$ cat src/rtl/pin_pkg.sv
// Shared types and key constants for the PIN entry controller.
package pin_pkg;

    // Controller operating states.
    typedef enum logic [2:0] {
        ST_IDLE     = 3'd0,
        ST_ENTRY    = 3'd1,
        ST_CHECK    = 3'd2,
        ST_UNLOCKED = 3'd3,
        ST_PROGRAM  = 3'd4,
        ST_LOCKOUT  = 3'd5
    } pin_state_t;

    localparam logic [3:0] KEY_ENTER = 4'hA;
    localparam logic [3:0] KEY_CLEAR = 4'hC;
    localparam logic [3:0] KEY_PROG  = 4'hE;

    // True for the numeric keys 0-9.
    function automatic logic is_digit(input logic [3:0] key);
        return (key <= 4'd9);
    endfunction

endpackage

$ cat src/rtl/pin_entry_controller_if.sv
// Keypad scanner side and status outputs of the PIN entry controller.
interface pin_entry_controller_if;
    logic [3:0] digit;
    logic       valid;
    logic       unlocked;
    logic       lockout;
    logic       ok_pulse;
    logic       fail_pulse;
    logic [3:0] entry_count;
    logic [3:0] fail_count;

    modport master (
        output digit, valid,
        input  unlocked, lockout, ok_pulse, fail_pulse, entry_count, fail_count
    );

    modport slave (
        input  digit, valid,
        output unlocked, lockout, ok_pulse, fail_pulse, entry_count, fail_count
    );
endinterface

$ cat src/rtl/pin_entry_controller_key_event.sv
// Key debounce/arming: one accept per key press, re-armed only after the
// scanner's valid has been low for RELEASE_CYCLES consecutive cycles.
module key_event #(
    parameter int RELEASE_CYCLES = 16
) (
    input  logic clk,
    input  logic reset,
    input  logic valid,
    output logic accept
);
    localparam int RW = $clog2(RELEASE_CYCLES + 1);

    logic          r_armed;
    logic [RW-1:0] r_rel_cnt;

    // Accept must act on the same edge that samples valid, so it is a gate
    // of the armed register and the live input.
    assign accept = r_armed & valid;

    // Track arming: any high sample disarms and restarts the release count.
    always_ff @(posedge clk) begin
        if (reset) begin
            r_armed   <= 1'b0;
            r_rel_cnt <= '0;
        end else if (valid) begin
            r_armed   <= 1'b0;
            r_rel_cnt <= '0;
        end else if (!r_armed) begin
            if (r_rel_cnt == RW'(RELEASE_CYCLES - 1)) begin
                r_armed   <= 1'b1;
                r_rel_cnt <= '0;
            end else begin
                r_rel_cnt <= r_rel_cnt + RW'(1);
            end
        end else begin
            r_armed   <= 1'b1;
            r_rel_cnt <= '0;
        end
    end
endmodule

$ cat src/rtl/pin_entry_controller.sv
// PIN entry controller: buffers keypad digits, checks them against a stored
// code, handles unlock/relock, code programming, timeouts and lockout.
module pin_entry_controller
    import pin_pkg::*;
#(
    parameter int          CODE_LEN       = 4,
    parameter int          MAX_TRIES      = 3,
    parameter int          RELEASE_CYCLES = 16,
    parameter int          TIMEOUT_CYCLES = 1000000,
    parameter int          LOCKOUT_CYCLES = 5000000,
    parameter logic [31:0] DEFAULT_CODE   = 32'h0000_1234
) (
    input  logic                    clk,
    input  logic                    reset,
    pin_entry_controller_if.slave   bus
);
    localparam int BW = 4 * CODE_LEN;
    localparam int TW = $clog2(TIMEOUT_CYCLES + 1);
    localparam int LW = $clog2(LOCKOUT_CYCLES + 1);

    pin_state_t     r_state;
    logic [BW-1:0]  r_code;
    logic [BW-1:0]  r_buf;
    logic [3:0]     r_count;
    logic [3:0]     r_fails;
    logic [TW-1:0]  r_timer;
    logic [LW-1:0]  r_lock_timer;
    logic           r_unlocked;
    logic           r_lockout;
    logic           r_ok;
    logic           r_fail;

    logic           w_accept;
    logic [3:0]     w_key;
    logic           w_is_digit;
    logic           w_full;
    logic [BW-1:0]  w_shifted;
    logic           w_match;
    logic [3:0]     w_fails_inc;
    logic           w_timeout;
    logic           w_lock_done;

    key_event #(.RELEASE_CYCLES(RELEASE_CYCLES)) u_key_event (
        .clk    (clk),
        .reset  (reset),
        .valid  (bus.valid),
        .accept (w_accept)
    );

    assign w_key       = bus.digit;
    assign w_is_digit  = is_digit(w_key);
    assign w_full      = (r_count >= 4'(CODE_LEN));
    assign w_shifted   = (r_buf << 3'd4) | BW'(w_key);
    assign w_match     = (r_count == 4'(CODE_LEN)) && (r_buf == r_code);
    assign w_fails_inc = (r_fails >= 4'(MAX_TRIES)) ? r_fails : (r_fails + 4'd1);
    assign w_timeout   = (r_timer == TW'(TIMEOUT_CYCLES - 1));
    assign w_lock_done = (r_lock_timer == LW'(LOCKOUT_CYCLES - 1));

    assign bus.unlocked    = r_unlocked;
    assign bus.lockout     = r_lockout;
    assign bus.ok_pulse    = r_ok;
    assign bus.fail_pulse  = r_fail;
    assign bus.entry_count = r_count;
    assign bus.fail_count  = r_fails;

    // Main state machine; status outputs are updated on the same edge as the
    // transition that changes them, so they are all plain registers.
    always_ff @(posedge clk) begin
        if (reset) begin
            r_state      <= ST_IDLE;
            r_code       <= DEFAULT_CODE[BW-1:0];
            r_buf        <= '0;
            r_count      <= 4'd0;
            r_fails      <= 4'd0;
            r_timer      <= '0;
            r_lock_timer <= '0;
            r_unlocked   <= 1'b0;
            r_lockout    <= 1'b0;
            r_ok         <= 1'b0;
            r_fail       <= 1'b0;
        end else begin
            r_ok   <= 1'b0;
            r_fail <= 1'b0;
            case (r_state)
                ST_IDLE: begin
                    r_timer <= '0;
                    if (w_accept && w_is_digit) begin
                        r_buf   <= BW'(w_key);
                        r_count <= 4'd1;
                        r_state <= ST_ENTRY;
                    end else begin
                        r_state <= ST_IDLE;
                    end
                end

                ST_ENTRY: begin
                    if (w_accept) begin
                        r_timer <= '0;
                        if (w_is_digit) begin
                            if (!w_full) begin
                                r_buf   <= w_shifted;
                                r_count <= r_count + 4'd1;
                            end else begin
                                r_count <= r_count;
                            end
                        end else if (w_key == KEY_CLEAR) begin
                            r_buf   <= '0;
                            r_count <= 4'd0;
                            r_state <= ST_IDLE;
                        end else if (w_key == KEY_ENTER) begin
                            r_state <= ST_CHECK;
                        end else begin
                            r_state <= ST_ENTRY;
                        end
                    end else if (w_timeout) begin
                        r_timer <= '0;
                        r_buf   <= '0;
                        r_count <= 4'd0;
                        r_state <= ST_IDLE;
                    end else begin
                        r_timer <= r_timer + TW'(1);
                    end
                end

                ST_CHECK: begin
                    r_timer <= '0;
                    r_buf   <= '0;
                    r_count <= 4'd0;
                    if (w_match) begin
                        r_ok       <= 1'b1;
                        r_fails    <= 4'd0;
                        r_unlocked <= 1'b1;
                        r_state    <= ST_UNLOCKED;
                    end else begin
                        r_fail  <= 1'b1;
                        r_fails <= w_fails_inc;
                        if (w_fails_inc == 4'(MAX_TRIES)) begin
                            r_lockout    <= 1'b1;
                            r_lock_timer <= '0;
                            r_state      <= ST_LOCKOUT;
                        end else begin
                            r_state <= ST_IDLE;
                        end
                    end
                end

                ST_UNLOCKED: begin
                    if (w_accept) begin
                        r_timer <= '0;
                        if ((w_key == KEY_ENTER) || (w_key == KEY_CLEAR)) begin
                            r_unlocked <= 1'b0;
                            r_state    <= ST_IDLE;
                        end else if (w_key == KEY_PROG) begin
                            r_buf   <= '0;
                            r_count <= 4'd0;
                            r_state <= ST_PROGRAM;
                        end else begin
                            r_state <= ST_UNLOCKED;
                        end
                    end else if (w_timeout) begin
                        r_timer    <= '0;
                        r_unlocked <= 1'b0;
                        r_state    <= ST_IDLE;
                    end else begin
                        r_timer <= r_timer + TW'(1);
                    end
                end

                ST_PROGRAM: begin
                    if (w_accept) begin
                        r_timer <= '0;
                        if (w_is_digit) begin
                            if (!w_full) begin
                                r_buf   <= w_shifted;
                                r_count <= r_count + 4'd1;
                            end else begin
                                r_count <= r_count;
                            end
                        end else if ((w_key == KEY_ENTER) || (w_key == KEY_CLEAR)) begin
                            // Only a complete code on enter replaces the stored one.
                            if ((w_key == KEY_ENTER) && w_full) begin
                                r_code <= r_buf;
                            end else begin
                                r_code <= r_code;
                            end
                            r_buf   <= '0;
                            r_count <= 4'd0;
                            r_state <= ST_UNLOCKED;
                        end else begin
                            r_state <= ST_PROGRAM;
                        end
                    end else if (w_timeout) begin
                        r_timer    <= '0;
                        r_buf      <= '0;
                        r_count    <= 4'd0;
                        r_unlocked <= 1'b0;
                        r_state    <= ST_IDLE;
                    end else begin
                        r_timer <= r_timer + TW'(1);
                    end
                end

                ST_LOCKOUT: begin
                    r_timer <= '0;
                    if (w_lock_done) begin
                        r_lock_timer <= '0;
                        r_lockout    <= 1'b0;
                        r_fails      <= 4'd0;
                        r_state      <= ST_IDLE;
                    end else begin
                        r_lock_timer <= r_lock_timer + LW'(1);
                    end
                end

                default: begin
                    r_state      <= ST_IDLE;
                    r_buf        <= '0;
                    r_count      <= 4'd0;
                    r_timer      <= '0;
                    r_lock_timer <= '0;
                    r_unlocked   <= 1'b0;
                    r_lockout    <= 1'b0;
                end
            endcase
        end
    end
endmodule

$ cat src/flat_wrapper.sv
// flat-port wrapper written by rule: the top's interface ports become plain ports
module pin_entry_controller_flat import pin_pkg::*;
#(
    parameter int          CODE_LEN       = 4,
    parameter int          MAX_TRIES      = 3,
    parameter int          RELEASE_CYCLES = 16,
    parameter int          TIMEOUT_CYCLES = 1000000,
    parameter int          LOCKOUT_CYCLES = 5000000,
    parameter logic [31:0] DEFAULT_CODE   = 32'h0000_1234
)
  (clk, reset, bus_digit, bus_valid, bus_unlocked, bus_lockout, bus_ok_pulse, bus_fail_pulse, bus_entry_count, bus_fail_count);
  pin_entry_controller_if bus_i ();
  input  logic clk;
  input  logic reset;
  input wire logic [$bits(bus_i.digit)-1:0] bus_digit;
  input wire logic [$bits(bus_i.valid)-1:0] bus_valid;
  output wire logic [$bits(bus_i.unlocked)-1:0] bus_unlocked;
  output wire logic [$bits(bus_i.lockout)-1:0] bus_lockout;
  output wire logic [$bits(bus_i.ok_pulse)-1:0] bus_ok_pulse;
  output wire logic [$bits(bus_i.fail_pulse)-1:0] bus_fail_pulse;
  output wire logic [$bits(bus_i.entry_count)-1:0] bus_entry_count;
  output wire logic [$bits(bus_i.fail_count)-1:0] bus_fail_count;
  assign bus_i.digit = bus_digit;
  assign bus_i.valid = bus_valid;
  assign bus_unlocked = bus_i.unlocked;
  assign bus_lockout = bus_i.lockout;
  assign bus_ok_pulse = bus_i.ok_pulse;
  assign bus_fail_pulse = bus_i.fail_pulse;
  assign bus_entry_count = bus_i.entry_count;
  assign bus_fail_count = bus_i.fail_count;
  pin_entry_controller #(.CODE_LEN(CODE_LEN), .MAX_TRIES(MAX_TRIES), .RELEASE_CYCLES(RELEASE_CYCLES), .TIMEOUT_CYCLES(TIMEOUT_CYCLES), .LOCKOUT_CYCLES(LOCKOUT_CYCLES), .DEFAULT_CODE(DEFAULT_CODE)) u_core (.clk(clk), .reset(reset), .bus(bus_i));
endmodule
$ cat config.mk
export PLATFORM = sky130hd
export DESIGN_NAME = pin_entry_controller_flat
export DESIGN_NICKNAME = d
export VERILOG_FILES = /design/src/rtl/pin_pkg.sv /design/src/rtl/pin_entry_controller_if.sv /design/src/rtl/pin_entry_controller_key_event.sv /design/src/rtl/pin_entry_controller.sv /design/src/flat_wrapper.sv
export SDC_FILE = /design/constraint.sdc
export NUM_CORES = 1
export LEC_CHECK = 0
export CAP_MARGIN = 20
export CORE_MARGIN = 5
export CORE_UTILIZATION = 40
export DETAILED_ROUTE_END_ITERATION = 10
export GPL_TIMING_DRIVEN = 0
export PLACE_DENSITY_LB_ADDON = 0.3
export SETUP_SLACK_MARGIN = 0.15
export SYNTH_ARGS = -nofsm -noshare
export SYNTH_HDL_FRONTEND = slang
export SYNTH_SLANG_ARGS = --single-unit
$ cat constraint.sdc
create_clock -name clk -period 3.4 [get_ports clk]
set_input_delay 0.85 -clock clk [delete_from_list [all_inputs] [get_ports clk]]
set_output_delay 0.85 -clock clk [all_outputs]
set_load 0.01 [all_outputs]
After elaboration in Yosys (flattened, before gate mapping)
Cells that the tools add are included. W data, S select, Z words.

Flip-flop bits (word level): 96. Input bits: 7. Logic and storage cells: 141. Output and inout bits: 12.

$add $sub $neg: 5. Bitwise gates (word level): 8. Eq/ne operators: 28. Multiplexer cells: 64. Magnitude comparators: 3. Reductions and logical operators: 20.

Operator list (count): $mux W16 (12); $pmux W16 S5 (1); $mux W23 (3); $pmux W23 S3 (1); $mux W4 (15); $mux W3 (13); $add A23 B1 Y23 const B (1); $eq A23 B23 Y1 const B (1); $add A20 B1 Y20 const B (1); $eq A20 B20 Y1 const B (1); $pmux W4 S5 (1); $pmux W3 S6 (1); $eq A16 B16 Y1 (1); $or A16 B4 Y16 (1); $mux W1 (13); $eq A4 B4 Y1 const B (3); $ne A2 B1 Y1 const B (6); $reduce_or A4 Y1 (3); $ne A3 B3 Y1 const B (3); $add A4 B1 Y4 const B (2); $ne A4 B4 Y1 const B (2); $pmux W4 S2 (1); $reduce_and A4 Y1 (2); $reduce_and A7 Y1 (1); other kinds (25) (39).

Logic depth before layout (Yosys ltp)
Gate-level depths: netlist (run 1).

Depth after elaboration: 6. Mapped depth: 10. Depth with buffers taken out: 7.

By module
From an unflattened synthesis (run 1), not the netlist that was laid out.

Cell total of the unflattened synthesis: 585. Area total of the unflattened synthesis: 4790.8 µm².

Modules (own cells, without submodules): pin_entry_controller (cells each 562, area an instance 4568.1 µm², instances 1, sequential area each 1801.7 µm²); key_event (cells each 23, area an instance 222.7 µm², instances 1, sequential area each 120.1 µm²).

Worst setup path after synthesis (run 1)
OpenSTA, ideal clock, no wires.

Kind: input-to-reg. Start point: in bus_digit[1]. End point: reg u_core.r_buf[10]. Arrival: 2.424 ns. Setup slack: 0.904 ns. Library setup time: 0.072 ns. Path buffers: 3. Stages on the path: 9. Required time: 3.328 ns. Cells stage by stage: clkbuf_1 > o21a_1 > nand2b_1 > a22oi_1 > nand3_1 > o21ai_1 > buf_4 > buf_6 > mux2i_1.

Word-level cells in the longest chain between the ends: 4. Elaborated cells between the ends (all ways): 17. Those cells by class: 1 x order compare; 8 x eq/ne; 5 x mux; 3 x reduce/logical.

Ends and longest elaborated chain: start, declared (RTL line flat_wrapper.sv:15) `input wire logic [$bits(bus_i.digit)-1:0] bus_digit;`; $le A4 B4 Y1, or another cell as far along (RTL line pin_pkg.sv:20) `return (key <= 4'd9);`; $mux W16, or another cell as far along (RTL line pin_entry_controller.sv:172) `if (w_is_digit) begin`; $mux W16, or another cell as far along (RTL line pin_entry_controller.sv:170) `if (w_accept) begin`; $pmux W16 S5 or $reduce_and A7 Y1 (tied branches); end signal, assigned (RTL line pin_entry_controller.sv:88) `r_buf <= BW'(w_key);`; end signal, assigned (RTL line pin_entry_controller.sv:101) `r_buf <= w_shifted;`; end signal, assigned (RTL line pin_entry_controller.sv:174) `r_buf <= w_shifted;`; end, declared (RTL line pin_entry_controller.sv:23) `logic [BW-1:0] r_buf;`.

Parallel ways exist; a longest one is shown, timed or not. A chain may end at the register's enable or synchronous reset.

Worst setup path after layout (run 1)
Start point: in bus_valid. End point: reg u_core.r_code[6].

Word-level cells in the longest chain between the ends: 2.

Ends and longest elaborated chain: start, declared (RTL line flat_wrapper.sv:16) `input wire logic [$bits(bus_i.valid)-1:0] bus_valid;`; $and A1 B1 Y1 (RTL line pin_entry_controller_key_event.sv:18) `assign accept = r_armed & valid;`; $reduce_and A5 Y1 (no source line); end signal, assigned (RTL line pin_entry_controller.sv:71) `r_code <= DEFAULT_CODE[BW-1:0];`; end signal, assigned (RTL line pin_entry_controller.sv:182) `r_code <= r_buf;`; end signal, assigned (RTL line pin_entry_controller.sv:184) `r_code <= r_code;`; end, declared (RTL line pin_entry_controller.sv:22) `logic [BW-1:0] r_code;`.

Every way passes these cells.

==> results.toml, run 1 <==
[outcome]
status = "finished clean"

[setup_path]
crit_chain = "clkdlybuf4s50_1, and2_1, buf_2, nand2_1, nor4_4, buf_2, buf_4, mux2i_1, nor2_1"
crit_top_cell = "buf_2"
r2r_setup_slack_ns = 0.77
crit_start = "bus_valid"
timing.rr.start = "u_core.r_timer[0]"
r2r-end = "u_core.r_buf[10]"
cp-start-kind = "input pin"
cp_top_family = "buffers and inverters"
end_kind = "flip-flop"
cp.depth = 9
arrival_ns = 3.25
critPathMaxFanout = 10
reg2regPathDepth = 9
critical_path.slowest_cell = "clkdlybuf4s50_1"
crit_buf_inv = 4
crit_end = "u_core.r_code[6]"
slowest_delay_ns = 0.66
path_class = "input pin to flip-flop"
cp.required_ns = 3.62

[pwr]
irDropWorstVdd_v = 0.000346
power_density_nw_per_um2 = 400
seqPwrFrac_pct = 52.6
p_sw_share_pct = 23.0
clkPwrFrac_pct = 45.3
intPower_uw = 1650
leakage_uw = 0.00170
combPwrFrac_pct = 2.1
p_sw_uw = 492

[drt]
detail_route.wl_per_cell_microns = 14.8
drt_iter0_drc = 267
vias_per_cell = 5.56
detail-route-antenna-nets = 0
drtPass1Iterations = 4
drc = 0
wirelength_microns = 10800
via_count = 4064

[cts]
clock_sinks = 96
h-tree-depth = 3
hold_buffers = 0
cts_buffer_depth = 2
cts.reportedPaths.clkPinSlew_ns = 0.08
cts_tree = "done"
cts_buffers = 9
clk_latency_ns = 0.35
clockRootBuffer = "clkbuf_16"

[logic_synthesis]
synthTopCellsByArea = "dfxtp_1 (41%), mux2i_1 (6.1%), xnor2_1 (5.0%), nor2_1 (4.9%), a21oi_1 (3.7%)"
synth_top_area_cell = "dfxtp_1"
netlist_instances = 557
ys_warn_count = 0
yosys.area.top_type_share_pct = 40.7
synthDistinctLibCells = 53
avgSynthCellArea_sq_um = 8.48
synthFlopType = "dfxtp_1"
seq_area_frac_synth_pct = 40.7
synth_nets = 571
synth_edf_count = 0
synth-seq-cells = 96
synth_area_sq_um = 4730
async_flop_share_pct = 0

[floorplan]
num_rows = 39
start_util_pct = 41.0
die-area_sq_um = 14100
core_area_sq_um = 11500
die_height_microns = 119
die_w_microns = 119
ios = 19

[finish]
mostFrequentLayoutCell = "dfxtp_1"
final_core_util_pct = 46.5
fillers = 1122
area.growth.synth_to_final_pct = 13.3
drive_above_1_share_pct = 5.95
layout_common_cells = "dfxtp_1 (96), nor2_1 (62), nand2_1 (45), a21oi_1 (35), o21ai_0 (33)"
diodes = 0
fin_nets = 597

[timing]
worst_slew_pin_slew_ns = 0.747
final_hold_viol_count = 0
hold-worst-slack_ns = 0.442
rsz0062_at_grt = "false"
finalMaxSlewViolations = 0
slew_headroom_pct = 49.8
min_period_ns = 3.03
finalCritPeriodShare_pct = 89.2
setup_viol = 0
tns_ns = 0
fmax_mhz = 330
fin_skew_ns = 0.0130

[placement]
dp_hpwl_microns = 7760
portBuffers = 15
place_congestion = 0.885

[global_route]
grt_pass1_vias = 3937
grt_pass1_wl_microns = 18700
grt.total_usage_pct = 15.8
antenna_found_initial = 0
grt_max_degree = 19
gr-total-overflow = 0

[hold_path]
hp-class = "flip-flop to flip-flop"

[run]
drv_cap = 0
through the flow:
stage	power [uW]	instances	setup WS [ns]	instance area [sq um]
final	2140	731	0.369	5360
after global routing	2220	731	0.224	5360
after CTS	2160	731	0.313	5350
after detailed placement	1200	715	-0.234	5050
after global placement	1200	715	-0.158	5050
after floorplan	1180	557	0.904	4730
power groups by stage:
stage | logic, uW | registers (uW) | clock network, uW
after global routing | 49.7 | 1130 | 1040
after global placement | 44.0 | 1150 | 0
after CTS | 45.0 | 1130 | 991
after detailed placement | 44.7 | 1150 | 0
after floorplan | 27.6 | 1150 | 0
final | 45.2 | 1130 | 970
worst min-delay path: stages, from the launching register on:
cell and delay, ns:
dfxtp_1 0.32, inv_1 0.05, nor2_1 0.03
area by class of cell:
cell class	instances	area (sq um)	share of cell area (%)
buffer	27	149	2.78
clock buffer	9	225	4.20
clock inverter	7	60.1	1.12
inverter	10	37.5	0.701
multi-input combinational	424	2630	49.2
sequential	96	1920	35.9
tap	143	179	3.34
timing repair buffer	15	150	2.80
cells by family after synthesis:
kind of cell	synth area share, %
muxes	6.14
and+or+nand+nor	25.8
adders and majority gates	2.07
DFF	40.7
buffers and inverters	3.92
xor gates and xnor gates	7.23
AOI/OAI and AO/OA	14.2
layer usage:
| layer | up-vias | routed length (microns) | global-route usage [%] |
|---|---|---|---|
| li1 | 2038 | - | - |
| met1 | 1929 | 5070 | 20.3 |
| met4 | 0 | 158 | 4.56 |
| met5 | - | 0 | 0 |
| met3 | 16 | 414 | 3.58 |
| met2 | 81 | 5180 | 26.6 |
repair_timing:
action,4_1_cts,5_1_grt
resized for setup,1,3
endpoints found under the setup margin,2,4
endpoints found under the hold margin,0,0
buffers inserted,0,0
sequential cells by signal, indices dropped and copies added (netlist names):
register,flops
u_core.r_code,16
u_core.bus.fail_pulse,1
u_core.bus.fail_count,4
u_core.bus.entry_count,4
u_core.r_buf,16
u_core.u_key_event.r_armed,1
u_core.bus.ok_pulse,1
u_core.bus.lockout,1
u_core.u_key_event.r_rel_cnt,5
u_core.r_lock_timer,23
u_core.r_state,3
u_core.r_timer,20
u_core.bus.unlocked,1
worst min path at each step:
stage | to | startpoint | depth (start not counted)
floorplan | u_core.u_key_event.r_rel_cnt[0] | u_core.u_key_event.r_rel_cnt[0] | 1
global placement | u_core.bus.fail_count[3] | u_core.bus.fail_count[3] | 2
detailed placement | u_core.bus.fail_count[3] | u_core.bus.fail_count[3] | 2
CTS | u_core.bus.fail_count[3] | u_core.bus.fail_count[3] | 2
global route | u_core.bus.fail_count[3] | u_core.bus.fail_count[3] | 2
finish | u_core.bus.fail_count[2] | u_core.bus.fail_count[2] | 2
cells in the mapped netlist (3+ instances only):
cell type / instances
dfxtp_1: 96
nor2_1: 62
nand2_1: 45
a21oi_1: 35
o21ai_0: 33
mux2i_1: 29
xnor2_1: 27
nand3_1: 25
nand2b_1: 20
or3_1: 17
clkbuf_1: 14
nand4_1: 13
xor2_1: 12
nor3_1: 11
and3_1: 10
inv_1: 9
o31ai_1: 9
buf_2: 7
ha_1: 7
nor2b_1: 7
a211o_1: 6
a31oi_1: 6
and4_1: 6
or4_1: 6
and2_1: 4
buf_6: 4
nor4_1: 3
Power figures use the tool's default switching activity.
==> run 2, diff against run 1 <==
--- a/config.mk
+++ b/config.mk
@@ -6,6 +6,7 @@
 export NUM_CORES = 1
 export LEC_CHECK = 0
 export CAP_MARGIN = 20
+export CORE_ASPECT_RATIO = 1.25
 export CORE_MARGIN = 5
 export CORE_UTILIZATION = 40
 export DETAILED_ROUTE_END_ITERATION = 10
==> run 2 against run 1 <==
Flip-flop and latch count unchanged. Sequential share of layout area shrank 0.084 points. Non-clock buffer count is the same. Clock skew decreased by 0.0049 ns. Clock power is essentially flat. Wire length fell by 1.9%. Global-route usage down 0.22 points. First-iteration DRC count down 25%.
==> results.toml, run 2 (synthesis results as in run 1) <==
[pwr]
irDropWorstVdd_v = 0.000290
combPwrFrac_pct = 2.1
intPower_uw = 1650
clkPwrFrac_pct = 45.3
p_sw_uw = 492
seqPwrFrac_pct = 52.6
p_sw_share_pct = 23.0
leakage_uw = 0.00168
power_density_nw_per_um2 = 399

[timing]
worst_slack_ns = 0.451
slew_headroom_pct = 53.1
setup_viol = 0
fmax_mhz = 339
fin_skew_ns = 0.00804
final_hold_viol_count = 0
finalMaxSlewViolations = 0
rsz0062_at_grt = "false"
finalCritPeriodShare_pct = 86.7
tns_ns = 0
worst_slew_pin_slew_ns = 0.698
min_period_ns = 2.95

[cts]
clockRootBuffer = "clkbuf_16"
cts_tree = "done"
cts_buffers = 9
cts_buffer_depth = 2
h-tree-depth = 3
clock_sinks = 96
cts.reportedPaths.clkPinSlew_ns = 0.07
clk_latency_ns = 0.35

[finish]
mostFrequentLayoutCell = "dfxtp_1"
fin_nets = 597
drive_above_1_share_pct = 5.78
reg.largest.list = "u_core.r_lock_timer (23), u_core.r_timer (20)"
diodes = 0
final_area_sq_um = 5370
area.growth.synth_to_final_pct = 13.6
final_cells = 749
regMostFlops = "u_core.r_lock_timer"
final_core_util_pct = 46.2
layout_common_cells = "dfxtp_1 (96), nor2_1 (62), nand2_1 (45), a21oi_1 (35), o21ai_0 (33)"
largest_reg_flops = 23

[setup_path]
r2r_setup_slack_ns = 0.77
r2r-end = "u_core.r_buf[10]"
path_class = "input pin to flip-flop"
reg2regPathDepth = 9
critPathMaxFanout = 10
arrival_ns = 3.17
cp.required_ns = 3.63
crit_start = "bus_valid"
timing.rr.start = "u_core.r_timer[0]"
cp-start-kind = "input pin"
end_kind = "flip-flop"

[floorplan]
die_height_microns = 132
core_area_sq_um = 11600
ios = 19
die_w_microns = 107
start_util_pct = 40.7
num_rows = 44
die-area_sq_um = 14100

[placement]
place_congestion = 0.904
pre_cts_slack_ns = -0.0961
dp_hpwl_microns = 7800
portBuffers = 15
place_area_sq_um = 5080
dp.cells = 733

[global_route]
grt_util_met2_pct = 25.9
grtUsageMet1_pct = 18.7
grt.total_usage_pct = 15.6
grt_pass1_vias = 3809
gr-usage-met3_pct = 2.89
grt_pass1_wl_microns = 17900
grt_max_degree = 19
top_usage_layer = "met2"
gr-total-overflow = 0
antenna_found_initial = 0

[drt]
detail-route-antenna-nets = 0
drc = 0
drtPass1Iterations = 4
vias_per_cell = 5.32
detail_route.wl_per_cell_microns = 14.2
drt_iter0_drc = 200
via_count = 3982
wirelength_microns = 10600

[outcome]
status = "finished clean"

[hold_path]
whs_path_depth = 2
holdPathEnd = "u_core.bus.fail_count[2]"
min_from = "u_core.bus.fail_count[2]"
hp-class = "flip-flop to flip-flop"

[run]
drv_cap = 0
run 2: cell types whose count changed in the layout (fill, tap and decap cells not counted):
cell / change
clkbuf_2: -1
inv_6: -2
clkinvlp_4: +1
clkinv_4: -2
inv_8: +2
nor4_2: +1
clkinv_2: +1
nor4_4: -1
clkbuf_1: +1
run 2: what timing repair did:
action / CTS / global route
endpoints found under the setup margin: 0 / 7
hold buffers: 0 / 0
resized for setup: 0 / 1
buffers inserted: 0 / 0
run 2: critical path, stage by stage:
cell and delay (ns):
clkdlybuf4s50_1 0.56, and2_1 0.15, buf_2 0.18, nand2_1 0.12
nor4_2 0.45, buf_2 0.32, buf_4 0.26, mux2i_1 0.22
nor2_1 0.06
run 2: worst max-delay path by stage:
stage                   endpoint  slack [ns]  depth (start not counted)
3_5_place_dp    u_core.r_code[6]        -0.1                          9
2_1_floorplan   u_core.r_buf[10]        0.90                          9
6_report        u_core.r_code[6]        0.45                          9
3_3_place_gp   u_core.r_code[11]       -0.05                          9
5_1_grt         u_core.r_buf[11]        0.27                          9
4_1_cts         u_core.r_code[6]        0.26                          9
run 2: area by class of cell:
type / count / area, sq um
multi-input combinational: 424 / 2630
tap: 161 / 201
inverter: 10 / 37.5
timing repair buffer: 15 / 150
sequential: 96 / 1920
clock inverter: 7 / 60.1
clock buffer: 9 / 225
buffer: 27 / 148
fill: 1140 / 6250
run 2: routing by layer:
layer | vias to the layer above | wire (microns)
li1 | 2039 | -
met1 | 1853 | 4710
met2 | 68 | 5240
met3 | 22 | 367
met4 | 0 | 314
met5 | - | 0
run 2: per-stage QoR:
step / total power (uW) / hold slack [ns]
floorplan: 1180 / 0.418
CTS: 2170 / 0.443
finish: 2140 / 0.440
global route: 2220 / 0.480
global placement: 1200 / 0.425
detailed placement: 1200 / 0.429
run 2: power groups by stage:
stage	registers, uW	logic (uW)	clock network (uW)
CTS	1130	45.2	1000
global route	1130	49.3	1050
global placement	1150	44.6	0
finish	1130	45.2	970
floorplan	1150	27.6	0
detailed placement	1150	45.2	0
==> run 3, diff against run 2 <==
--- a/config.mk
+++ b/config.mk
@@ -11,6 +11,7 @@
 export CORE_UTILIZATION = 40
 export DETAILED_ROUTE_END_ITERATION = 10
 export GPL_TIMING_DRIVEN = 0
+export MAX_ROUTING_LAYER = met4
 export PLACE_DENSITY_LB_ADDON = 0.3
 export SETUP_SLACK_MARGIN = 0.15
 export SYNTH_ARGS = -nofsm -noshare
==> run 3 against run 2 <==
Clock power grew 11%. Design area is 0.61% higher. Register-to-register slack worse by 0.05 ns. Maximum frequency down 0.57%. Global-route usage grew 0.62 points. Flip-flop and latch count did not move. Critical path depth is the same. Die area unchanged. Combinational power hardly changed.
==> results.toml, run 3 (synthesis results as in run 1) <==
[outcome]
status = "finished clean"

[cts]
cts.reportedPaths.clkPinSlew_ns = 0.06
clockRootBuffer = "clkbuf_16"
hold_buffers = 0
clk_latency_ns = 0.34
clock_sinks = 96
cts_buffer_depth = 2
cts_buffers = 9
cts_tree = "done"
h-tree-depth = 3

[floorplan]
die_w_microns = 107
die_height_microns = 132
core_area_sq_um = 11600
num_rows = 44
ios = 19
die-area_sq_um = 14100
start_util_pct = 40.7

[drt]
detail_route.wl_per_cell_microns = 14.5
wirelength_microns = 10800
via_count = 4048
detail-route-antenna-nets = 0
drt_iter0_drc = 281
drtPass1Iterations = 4
vias_per_cell = 5.41
drc = 0

[finish]
area.growth.synth_to_final_pct = 14.3
diodes = 0
final_core_util_pct = 46.5
layout_common_cells = "dfxtp_1 (96), nor2_1 (62), nand2_1 (45), a21oi_1 (35), o21ai_0 (33)"
regMostFlops = "u_core.r_lock_timer"
final_area_sq_um = 5400
reg.largest.list = "u_core.r_lock_timer (23), u_core.r_timer (20)"
largest_reg_flops = 23
drive_above_1_share_pct = 5.62
mostFrequentLayoutCell = "dfxtp_1"
fin_nets = 597

[setup_path]
critPathMaxFanout = 10
cp-start-kind = "input pin"
cp.required_ns = 3.67
timing.rr.start = "u_core.r_timer[0]"
r2r-end = "u_core.r_buf[6]"
end_kind = "flip-flop"
r2r_setup_slack_ns = 0.72
path_class = "input pin to flip-flop"
reg2regPathDepth = 9
arrival_ns = 3.23

[global_route]
grt_pass1_vias = 3841
grt_max_degree = 17
antenna_found_initial = 0
grt.total_usage_pct = 16.2
grt_pass1_wl_microns = 18200
gr-total-overflow = 0

[pwr]
total_power_uw = 2260
irDropWorstVdd_v = 0.000230
power_density_nw_per_um2 = 417
leakage_uw = 0.00170

[placement]
portBuffers = 15
place_congestion = 0.895
place_area_sq_um = 5080
dp_hpwl_microns = 7990

[timing]
fin_skew_ns = 0.00800
tns_ns = 0
worst_slew_pin_slew_ns = 0.702
finalMaxSlewViolations = 0
slew_headroom_pct = 52.8
fmax_mhz = 337
min_period_ns = 2.97
finalCritPeriodShare_pct = 87.2
rsz0062_at_grt = "false"
setup_viol = 0
final_hold_viol_count = 0

[hold_path]
min_from = "u_core.u_key_event.r_rel_cnt[0]"
whs_path_depth = 1
holdPathEnd = "u_core.u_key_event.r_rel_cnt[0]"
hp-class = "flip-flop to flip-flop"

[run]
drv_cap = 0
run 3: cell types whose count changed in the layout (fill, tap and decap cells not counted):
cell,before,now
bufinv_16,0,2
clkinvlp_4,2,1
inv_6,2,1
inv_8,2,1
run 3: per-stage QoR:
| step | hold WS (ns) | cells | setup WS (ns) |
|---|---|---|---|
| final | 0.447 | 748 | 0.434 |
| after floorplan | 0.418 | 557 | 0.904 |
| after detailed placement | 0.435 | 733 | -0.0850 |
| after global routing | 0.469 | 748 | 0.239 |
| after CTS | 0.448 | 748 | 0.269 |
| after global placement | 0.424 | 733 | -0.0672 |
run 3: how the worst max path moves through the flow:
stage / startpoint / slack (ns) / cells past startpoint / endpoint
global placement: bus_valid / -0.07 / 9 / u_core.r_code[11]
CTS: bus_valid / 0.27 / 9 / u_core.r_code[7]
detailed placement: bus_valid / -0.08 / 9 / u_core.r_code[7]
global route: bus_valid / 0.24 / 9 / u_core.r_buf[6]
finish: bus_valid / 0.43 / 9 / u_core.r_buf[6]
floorplan: bus_digit[1] / 0.90 / 9 / u_core.r_buf[10]
run 3: area by class of cell:
class | count | area, sq um
plain buffers | 27 | 148
clock buffers | 9 | 225
clock inverters | 6 | 92.6
fillers | 1146 | 6210
inverters | 10 | 37.5
multi-input cells | 424 | 2630
flip-flops and latches | 96 | 1920
well taps | 161 | 201
repair buffers | 15 | 150
run 3: timing repair:
action                     4_1_cts  5_1_grt
gates resized for setup          0        1
setup endpoints to repair        0        9
buffers inserted                 0        0
run 3: report_power, final:
| part | internal, uW | switching [uW] |
|---|---|---|
| logic | 14.9 | 30.0 |
| clock network | 647 | 438 |
| registers | 1120 | 0.763 |
| total | 1790 | 468 |
run 3: metal layers:
metal / GRT usage [%] / part of all wire, %
met1: 19.1 / 44
met2: 26.6 / 50
met3: 2.85 / 3.1
met4: 7.53 / 2.9
met5: - / 0
run 3: worst max-delay path, cell delays in order:
cell and delay, ns:
clkdlybuf4s50_1 0.56, and2_1 0.15, buf_2 0.18, nand2b_1 0.13, or3_1 0.39, nor2_1 0.28, clkbuf_1 0.43, nand2_1 0.10
mux2i_1 0.17
